## src/rtl/cnn_conv_bias_relu_pkg.sv

```systemverilog
// rtl/cnn_conv_bias_relu_pkg.sv - shared conv constants, FSM encoding and counter sizing helpers
package cnn_conv_bias_relu_pkg;

    typedef enum logic {
        LOAD = 1'b0,
        RUN  = 1'b1
    } state_t;

    localparam int IMAGE_WIDTH_DEFAULT  = 8;
    localparam int IMAGE_HEIGHT_DEFAULT = 8;
    localparam int IMAGE_SIZE_DEFAULT   = IMAGE_WIDTH_DEFAULT * IMAGE_HEIGHT_DEFAULT;

    function automatic int image_size(input int width, input int height);
        return width * height;
    endfunction

    // Counters never narrower than one bit, even for a single channel.
    function automatic int cnt_width(input int n);
        return (n > 1) ? $clog2(n) : 1;
    endfunction

endpackage

```

## src/rtl/cnn_sat_add.sv

```systemverilog
// rtl/cnn_sat_add.sv - combinational signed add with saturation to the operand width
module cnn_sat_add #(
    parameter int DATA_WIDTH = 16
) (
    input  logic signed [DATA_WIDTH-1:0] a,
    input  logic signed [DATA_WIDTH-1:0] b,
    output logic signed [DATA_WIDTH-1:0] sum
);

    localparam logic signed [DATA_WIDTH-1:0] SAT_MAX = {1'b0, {(DATA_WIDTH-1){1'b1}}};
    localparam logic signed [DATA_WIDTH-1:0] SAT_MIN = {1'b1, {(DATA_WIDTH-1){1'b0}}};

    logic signed [DATA_WIDTH:0] wide;

    assign wide = {a[DATA_WIDTH-1], a} + {b[DATA_WIDTH-1], b};

    // Overflow shows up as disagreement between the two top bits of the wide sum.
    always_comb begin
        sum = wide[DATA_WIDTH-1:0];
        if (wide[DATA_WIDTH] != wide[DATA_WIDTH-1]) begin
            sum = wide[DATA_WIDTH] ? SAT_MIN : SAT_MAX;
        end
    end

endmodule

```

## src/rtl/cnn_conv_bias_relu.sv

```systemverilog
// rtl/cnn_conv_bias_relu.sv - per-channel bias add, saturate and optional ReLU (CNN_CONV_BIAS_RELU_EN)
module cnn_conv_bias_relu
    import cnn_conv_bias_relu_pkg::*;
#(
    parameter int DATA_WIDTH      = 16,
    parameter int IMAGE_WIDTH     = IMAGE_WIDTH_DEFAULT,
    parameter int IMAGE_HEIGHT    = IMAGE_HEIGHT_DEFAULT,
    parameter int CHANNEL_NUM_OUT = 2
) (
    input  logic                  clk,
    input  logic                  reset,
    input  logic                  valid_in,
    input  logic [DATA_WIDTH-1:0] pxl_in,
    input  logic                  valid_bias_in,
    input  logic [DATA_WIDTH-1:0] bias_in,
    input  logic                  stride2,
    output logic [DATA_WIDTH-1:0] pxl_out,
    output logic                  valid_out,
    output logic                  bias_loaded,
    output logic                  drop_err
);

    localparam int IMAGE_SIZE = image_size(IMAGE_WIDTH, IMAGE_HEIGHT);
    localparam int PIX_W      = cnt_width(IMAGE_SIZE);
    localparam int CH_W       = cnt_width(CHANNEL_NUM_OUT);

    localparam logic [PIX_W-1:0] LAST_FULL = PIX_W'(IMAGE_SIZE - 1);
    localparam logic [PIX_W-1:0] LAST_QTR  = PIX_W'(IMAGE_SIZE / 4 - 1);
    localparam logic [CH_W-1:0]  LAST_CH   = CH_W'(CHANNEL_NUM_OUT - 1);

    state_t                         state;
    logic [CH_W-1:0]                bias_cnt;
    logic [CH_W-1:0]                ch_cnt;
    logic [PIX_W-1:0]               pix_cnt;
    logic                           stride_q;
    logic signed [DATA_WIDTH-1:0]   bias_mem [CHANNEL_NUM_OUT];

    logic                           s1_valid;
    logic signed [DATA_WIDTH-1:0]   s1_pxl;
    logic signed [DATA_WIDTH-1:0]   s1_bias;
    logic signed [DATA_WIDTH-1:0]   sat_sum;
    logic signed [DATA_WIDTH-1:0]   s2_next;

    logic accept;
    logic frame_start;
    logic stride_eff;
    logic pix_last;

    assign accept      = (state == RUN) && valid_in;
    assign frame_start = (pix_cnt == '0) && (ch_cnt == '0);
    // The frame's stride is taken live on its first pixel and held afterwards.
    assign stride_eff  = frame_start ? stride2 : stride_q;
    assign pix_last    = (pix_cnt == (stride_eff ? LAST_QTR : LAST_FULL));

    // Bias storage is deliberately left out of reset; bias_loaded gates its use.
    always_ff @(posedge clk) begin
        if (!reset && (state == LOAD) && valid_bias_in) begin
            bias_mem[bias_cnt] <= bias_in;
        end
    end

    always_ff @(posedge clk) begin
        if (reset) begin
            state       <= LOAD;
            bias_cnt    <= '0;
            ch_cnt      <= '0;
            pix_cnt     <= '0;
            stride_q    <= 1'b0;
            bias_loaded <= 1'b0;
            drop_err    <= 1'b0;
            s1_valid    <= 1'b0;
            s1_pxl      <= '0;
            s1_bias     <= '0;
            valid_out   <= 1'b0;
            pxl_out     <= '0;
        end else begin
            drop_err <= (state == LOAD) && valid_in;

            case (state)
                LOAD: begin
                    if (valid_bias_in) begin
                        if (bias_cnt == LAST_CH) begin
                            state       <= RUN;
                            bias_loaded <= 1'b1;
                            bias_cnt    <= '0;
                        end else begin
                            bias_cnt <= bias_cnt + 1'b1;
                        end
                    end
                end
                RUN: begin
                    if (valid_in) begin
                        if (frame_start) begin
                            stride_q <= stride2;
                        end
                        if (pix_last) begin
                            pix_cnt <= '0;
                            ch_cnt  <= (ch_cnt == LAST_CH) ? '0 : ch_cnt + 1'b1;
                        end else begin
                            pix_cnt <= pix_cnt + 1'b1;
                        end
                    end
                end
                default: state <= LOAD;
            endcase

            s1_valid <= accept;
            if (accept) begin
                s1_pxl  <= pxl_in;
                s1_bias <= bias_mem[ch_cnt];
            end

            valid_out <= s1_valid;
            if (s1_valid) begin
                pxl_out <= s2_next;
            end
        end
    end

    cnn_sat_add #(
        .DATA_WIDTH(DATA_WIDTH)
    ) u_sat_add (
        .a  (s1_pxl),
        .b  (s1_bias),
        .sum(sat_sum)
    );

`ifdef CNN_CONV_BIAS_RELU_EN
    assign s2_next = sat_sum[DATA_WIDTH-1] ? '0 : sat_sum;
`else
    assign s2_next = sat_sum;
`endif

endmodule

```

## config.mk

```make
export PLATFORM = sky130hd
export DESIGN_NAME = cnn_conv_bias_relu
export DESIGN_NICKNAME = d
export VERILOG_FILES = /design/src/rtl/cnn_conv_bias_relu_pkg.sv /design/src/rtl/cnn_sat_add.sv /design/src/rtl/cnn_conv_bias_relu.sv
export SDC_FILE = /design/constraint.sdc
export NUM_CORES = 1
export LEC_CHECK = 0
export BUFFER_PORTS_ARGS = -buffer_cell sky130_fd_sc_hd__buf_2
export CAP_MARGIN = 15
export CORE_UTILIZATION = 63
export CTS_CLUSTER_SIZE = 8
export DETAILED_ROUTE_END_ITERATION = 8
export HOLD_SLACK_MARGIN = 0.02
export PLACE_DENSITY = 0.85
export SETUP_SLACK_MARGIN = 0.4
export SKIP_LAST_GASP = 1
export SYNTH_ARGS = -nofsm -noshare
export SYNTH_HDL_FRONTEND = slang
export SYNTH_HIERARCHICAL = 1
export SYNTH_SLANG_ARGS = --single-unit
```

## constraint.sdc

```tcl
create_clock -name clk -period 7.7 [get_ports clk]
set_input_delay 0.385 -clock clk [delete_from_list [all_inputs] [get_ports clk]]
set_output_delay 0.385 -clock clk [all_outputs]
set_load 0.1 [all_outputs]
```

# Yosys cells after proc, flatten, opt, wreduce, memory -nomap -nowiden
# Memories as Yosys holds them, arrays and structs flattened. A register that Yosys moved wholly into a read port is not among the register bits.
# Index checks and enable logic that the tools add are counted.
# Widths: inputs -> output; s select.
[totals] regBits=46 ramBits=32 input_bits=37 output_inout_bits=19 elab_cells=43 n_memories=1
[op_classes] addsub=4 eq_ne=2 n_mux=12 bitwise=2 reduce_logical=11
[mem_list] name="bias_mem" depth=2 word_bits=16 read_ports=1 rd_clocked_by_memory_dff=1 wr=1 line="cnn_conv_bias_relu.sv:36" rtl="logic signed [DATA_WIDTH-1:0] bias_mem [CHANNEL_NUM_OUT];"
[ops] op="$mux 16" count=2
[ops] op="$add 16x16->17" count=1
[ops] op="$mux 6" count=2
[ops] op="$mux 1" count=8
[ops] op="$add 6x1->6 const B" count=1
[ops] op="$eq 6x6->1" count=1
[ops] op="$logic_not 6->1" count=1
[ops] op="$reduce_and 3->1" count=2
[ops] op="$logic_and 1x1->1" count=5
[ops] op="$reduce_and 2->1" count=2
[ops] op="$add 1x1->1 const B" count=2
[ops] op="$not 1->1" count=2
[ops] op="$logic_not 1->1" count=1
[ops] op="$ne 1x1->1" count=1

# Depth between registers and ports, before layout
[depth] depth_word=6 ltp_mapped=14 mapped_depth_nobuf=12

# Hierarchy
# The synthesis kept the hierarchy.
[by_module_without_submodules] module="cnn_conv_bias_relu" n_inst=1 cells_each=292 area_each_um2=3377.0 seq_area_each_um2=2202.1
[by_module_without_submodules] module="cnn_sat_add" n_inst=1 cells_each=185 area_each_um2=1365.1 seq_area_each_um2=0.0

# Worst setup path after synthesis
# No wires, ideal clock.
[synth_timing] path_kind="input to register" startpoint="input port reset" endpoint="memory bias_mem[0][0] (enable)" setup_time_ps=436 t_arrival_ps=2335 required_time_ps=7264 setup_slack_ps=4929 stages=2 n_path_buf=1 cell_sequence="clkbuf_1 -> nor4b_1"
[synth_between] elab_chain_cells=5
[synth_rtl] item="from (decl)" line="cnn_conv_bias_relu.sv:11" rtl="input logic reset,"
[synth_rtl] item="$logic_not 1->1" line="cnn_conv_bias_relu.sv:57" rtl="if (!reset && (state == LOAD) && valid_bias_in) begin"
[synth_rtl] item="$logic_and 1x1->1 (2 in a row)" line="cnn_conv_bias_relu.sv:57"
[synth_rtl] item="$mux 1" line="cnn_conv_bias_relu.sv:57"
[synth_rtl] item="$mux 1 (implied by the code)" line="cnn_conv_bias_relu.sv:58" rtl="bias_mem[bias_cnt] <= bias_in;"
[synth_rtl] item="to (decl)" line="cnn_conv_bias_relu.sv:36"
# Every way passes these cells.

# Final worst setup path
[layout_timing] startpoint="register s1_bias[0] (read register of bias_mem)" endpoint="register pxl_out[2]"
[layout_between] elab_chain_cells=3 word_cells_on_any_way=4 cone_classes="add/sub (1); eq/ne (1); mux (2)"
[layout_rtl] item="from (decl)" line="cnn_conv_bias_relu.sv:40" rtl="logic signed [DATA_WIDTH-1:0] s1_bias;"
[layout_rtl] item="$add 16x16->17 *" line="cnn_sat_add.sv:15" rtl="assign wide = {a[DATA_WIDTH-1], a} + {b[DATA_WIDTH-1], b};"
[layout_rtl] item="$mux 16 or $ne 1x1->1 (tied branches)" line="cnn_sat_add.sv:21, cnn_sat_add.sv:20"
[layout_rtl] item="$mux 16 *" line="cnn_sat_add.sv:20" rtl="if (wide[DATA_WIDTH] != wide[DATA_WIDTH-1]) begin"
[layout_rtl] item="via s2_next[2]" line="cnn_conv_bias_relu.sv:42" rtl="logic signed [DATA_WIDTH-1:0] s2_next;"
[layout_rtl] item="to (signal assigned)" line="cnn_conv_bias_relu.sv:115" rtl="pxl_out <= s2_next;"
[layout_rtl] item="to (decl)" line="cnn_conv_bias_relu.sv:17" rtl="output logic [DATA_WIDTH-1:0] pxl_out,"
# The timed path passes the listed nets; every way through them passes the cells marked *.
# A chain may end at the register's enable or synchronous reset.

==> impl_metrics.ini <==
[drt]
drc = 0
vias_per_cell = 5.74
ant_nets = 0
routed_wl_um = 9420
num_vias = 3573
dr.pass1.iters = 4
drt_iter0_markers = 189
avgRoutedWirePerCell_um = 15.1

[run_status]
status = finished clean

[floorplan]
die_w_um = 88.8
ios = 56
dieArea_mm2 = 0.00788
design.core.area_mm2 = 0.00725
num_rows = 31
start_util_pct = 65.4
die_y_um = 88.8

[timing]
finalHoldViolCount = 0
worstMarginPinSlew_ns = 1.15
setup_viol_count_final = 0
slew_headroom_pct = 23.4
final_max_slew_viol_count = 0
fin_skew_ns = 0.00772
fin_crit_ns = 2.92
rsz0062_at_grt = no
finalCritPeriodShare_pct = 38.0
fmax_mhz = 342
timing.hold.ws_ns = 0.211
fin_setup_tns_ns = 0

[global_route]
gr-usage-all-layers_pct = 26.3
grt-ovfl-total = 0
grt_pass1_vias = 3353
grt_max_degree = 60
antenna_found_initial = 0
grt_pass1_wl_um = 15500

[cells_and_area]
n_antenna_cell = 0
area_growth_pct = 10.1
fin_area_mm2 = 0.00522
fin_nets = 574
final_cells = 622
final_common_cell = dfxtp_1
layout_common_cells = dfxtp_1, nand2_1, buf_2, nor2_1, mux2i_1
drive_gt1_share_pct = 17.8

[worst_setup_path]
cp.required_ns = 7.98
worstPathArrival_ns = 3.21
cp_max_fo = 15
end_kind = flop
start_kind = flop
path_class = reg -> reg

[cts]
insertion_delay_ns = 0.35
clk_path_buf_depth = 2
postCtsHoldBufs = 0
htree_levels = 3
clock_sinks = 94
ctsResizeCount = 0
cts-root-buf = clkbuf_8
path_clk_slew_ns = 0.10
cts_tree = done
cts_buffers = 9
post_cts_buffers = 0

[yosys]
synth_edf_count = 32
synth_area_leaders = dfxtp_1, edfxtp_1, mux2i_1
yosysTopAreaCellShare_pct = 26.2
synth_nets = 533
async_flop_share_pct = 0
synth_cells = 477
ys_warn_count = 6
yosysUniqueCellTypes = 63
syn_area_per_cell_um2 = 9.94
synth_flop_cell = dfxtp_1
synth_area_mm2 = 0.00474
synth_seq_cells = 94
seq_area_frac_synth_pct = 46.4
yosys.area.top_type = dfxtp_1

[place]
gp_congestion = 0.858
placedCellCount = 606
port_buffers = 55
post-dp-hpwl_um = 6830
place_area_mm2 = 0.00503

[pwr]
p_sw_share_pct = 27.3
power.leakage_nw = 1.98
p_int_uw = 699
clkPwrFrac_pct = 32.3
comb_power_share_pct = 11.3
ir_drop_uv = 141
seqPwrFrac_pct = 56.3
power.switching_uw = 262
p_per_area_mw_per_mm2 = 184

[flow_run]
drv_cap = 0

[worst_hold_path]
hold_class = in -> reg
==> synth_stat cells (8+ instances only) <==
cell / instances
nor2_1: 54
maj3_1: 14
buf_1: 9
nand2_1: 55
a21oi_1: 31
inv_1: 13
dfxtp_1: 62
mux2i_1: 41
edfxtp_1: 32
clkbuf_1: 8
xor2_1: 11
ha_1: 18
a211oi_1: 21
buf_2: 8
o21ai_0: 11
==> per-layer routing <==
layer  part of all wire [%]  wire length, um  track usage [%]
met5                      0                0                0
met3                    3.4              318             6.25
met2                     49             4650             42.9
met1                     45             4250             33.3
met4                    2.1              201             11.7
==> cells by family after synthesis <==
kind of cell	synth area share (%)
simple gates	14.6
compound gates	14.2
flops	46.4
mux	8.89
buf+inv	3.77
fa+ha+maj	9.08
xor+xnor	2.96
==> power by group through the flow <==
stage	sequential, mW	clock (mW)	combinational, mW
final	0.541	0.311	0.109
after CTS	0.542	0.317	0.109
after detailed placement	0.553	0	0.108
after floorplan	0.558	0	0.0719
after global routing	0.543	0.341	0.120
after global placement	0.552	0	0.105
==> flip-flops by register name, indices dropped and copies added (netlist names) <==
name,flops
valid_out,1
pxl_out,16
s1_valid,1
bias_loaded,1
state,1
stride_q,1
s1_pxl,16
s1_bias,16
bias_mem,32
bias_cnt,1
ch_cnt,1
pix_cnt,6
drop_err,1
==> per-stage QoR <==
stage	power, mW	utilization, %	setup slack, ns
5_1_grt	1.00	72.0	4.60
3_3_place_gp	0.657	69.4	4.97
2_1_floorplan	0.630	-	4.93
6_report	0.961	72.0	4.78
4_1_cts	0.968	72.0	4.81
3_5_place_dp	0.661	69.4	4.90
==> path summary, 6_finish.rpt <==
kind	from	cells after the start	slack [ns]	to
setup reg to reg	s1_bias[0]	12	4.78	pxl_out[2]
hold reg to reg	bias_loaded	1	0.46	bias_loaded
hold / removal	bias_in[2]	1	0.21	bias_mem[0][2]
setup / recovery	s1_bias[0]	12	4.78	pxl_out[2]
==> critical path: stages, from the launching register on <==
cell      delay, ns
dfxtp_1        0.37
ha_1           0.22
inv_1          0.07
fa_1           0.41
nand2b_1       0.20
a21oi_2        0.22
o211a_4        0.23
o211ai_4       0.09
and2_4         0.21
maj3_1         0.34
o21ai_0        0.24
mux2i_1        0.13
nor2_1         0.11
==> area by class of cell <==
| type | instances | area, um2 |
|---|---|---|
| Inverter | 13 | 48.8 |
| Fill cell | 554 | 2030 |
| Multi-Input combinational cell | 343 | 2370 |
| Clock buffer | 9 | 124 |
| Clock inverter | 7 | 62.6 |
| Tap cell | 99 | 124 |
| Sequential cell | 94 | 2200 |
| Timing Repair Buffer | 57 | 290 |
Note: power is estimated with default switching activity, not from simulation.
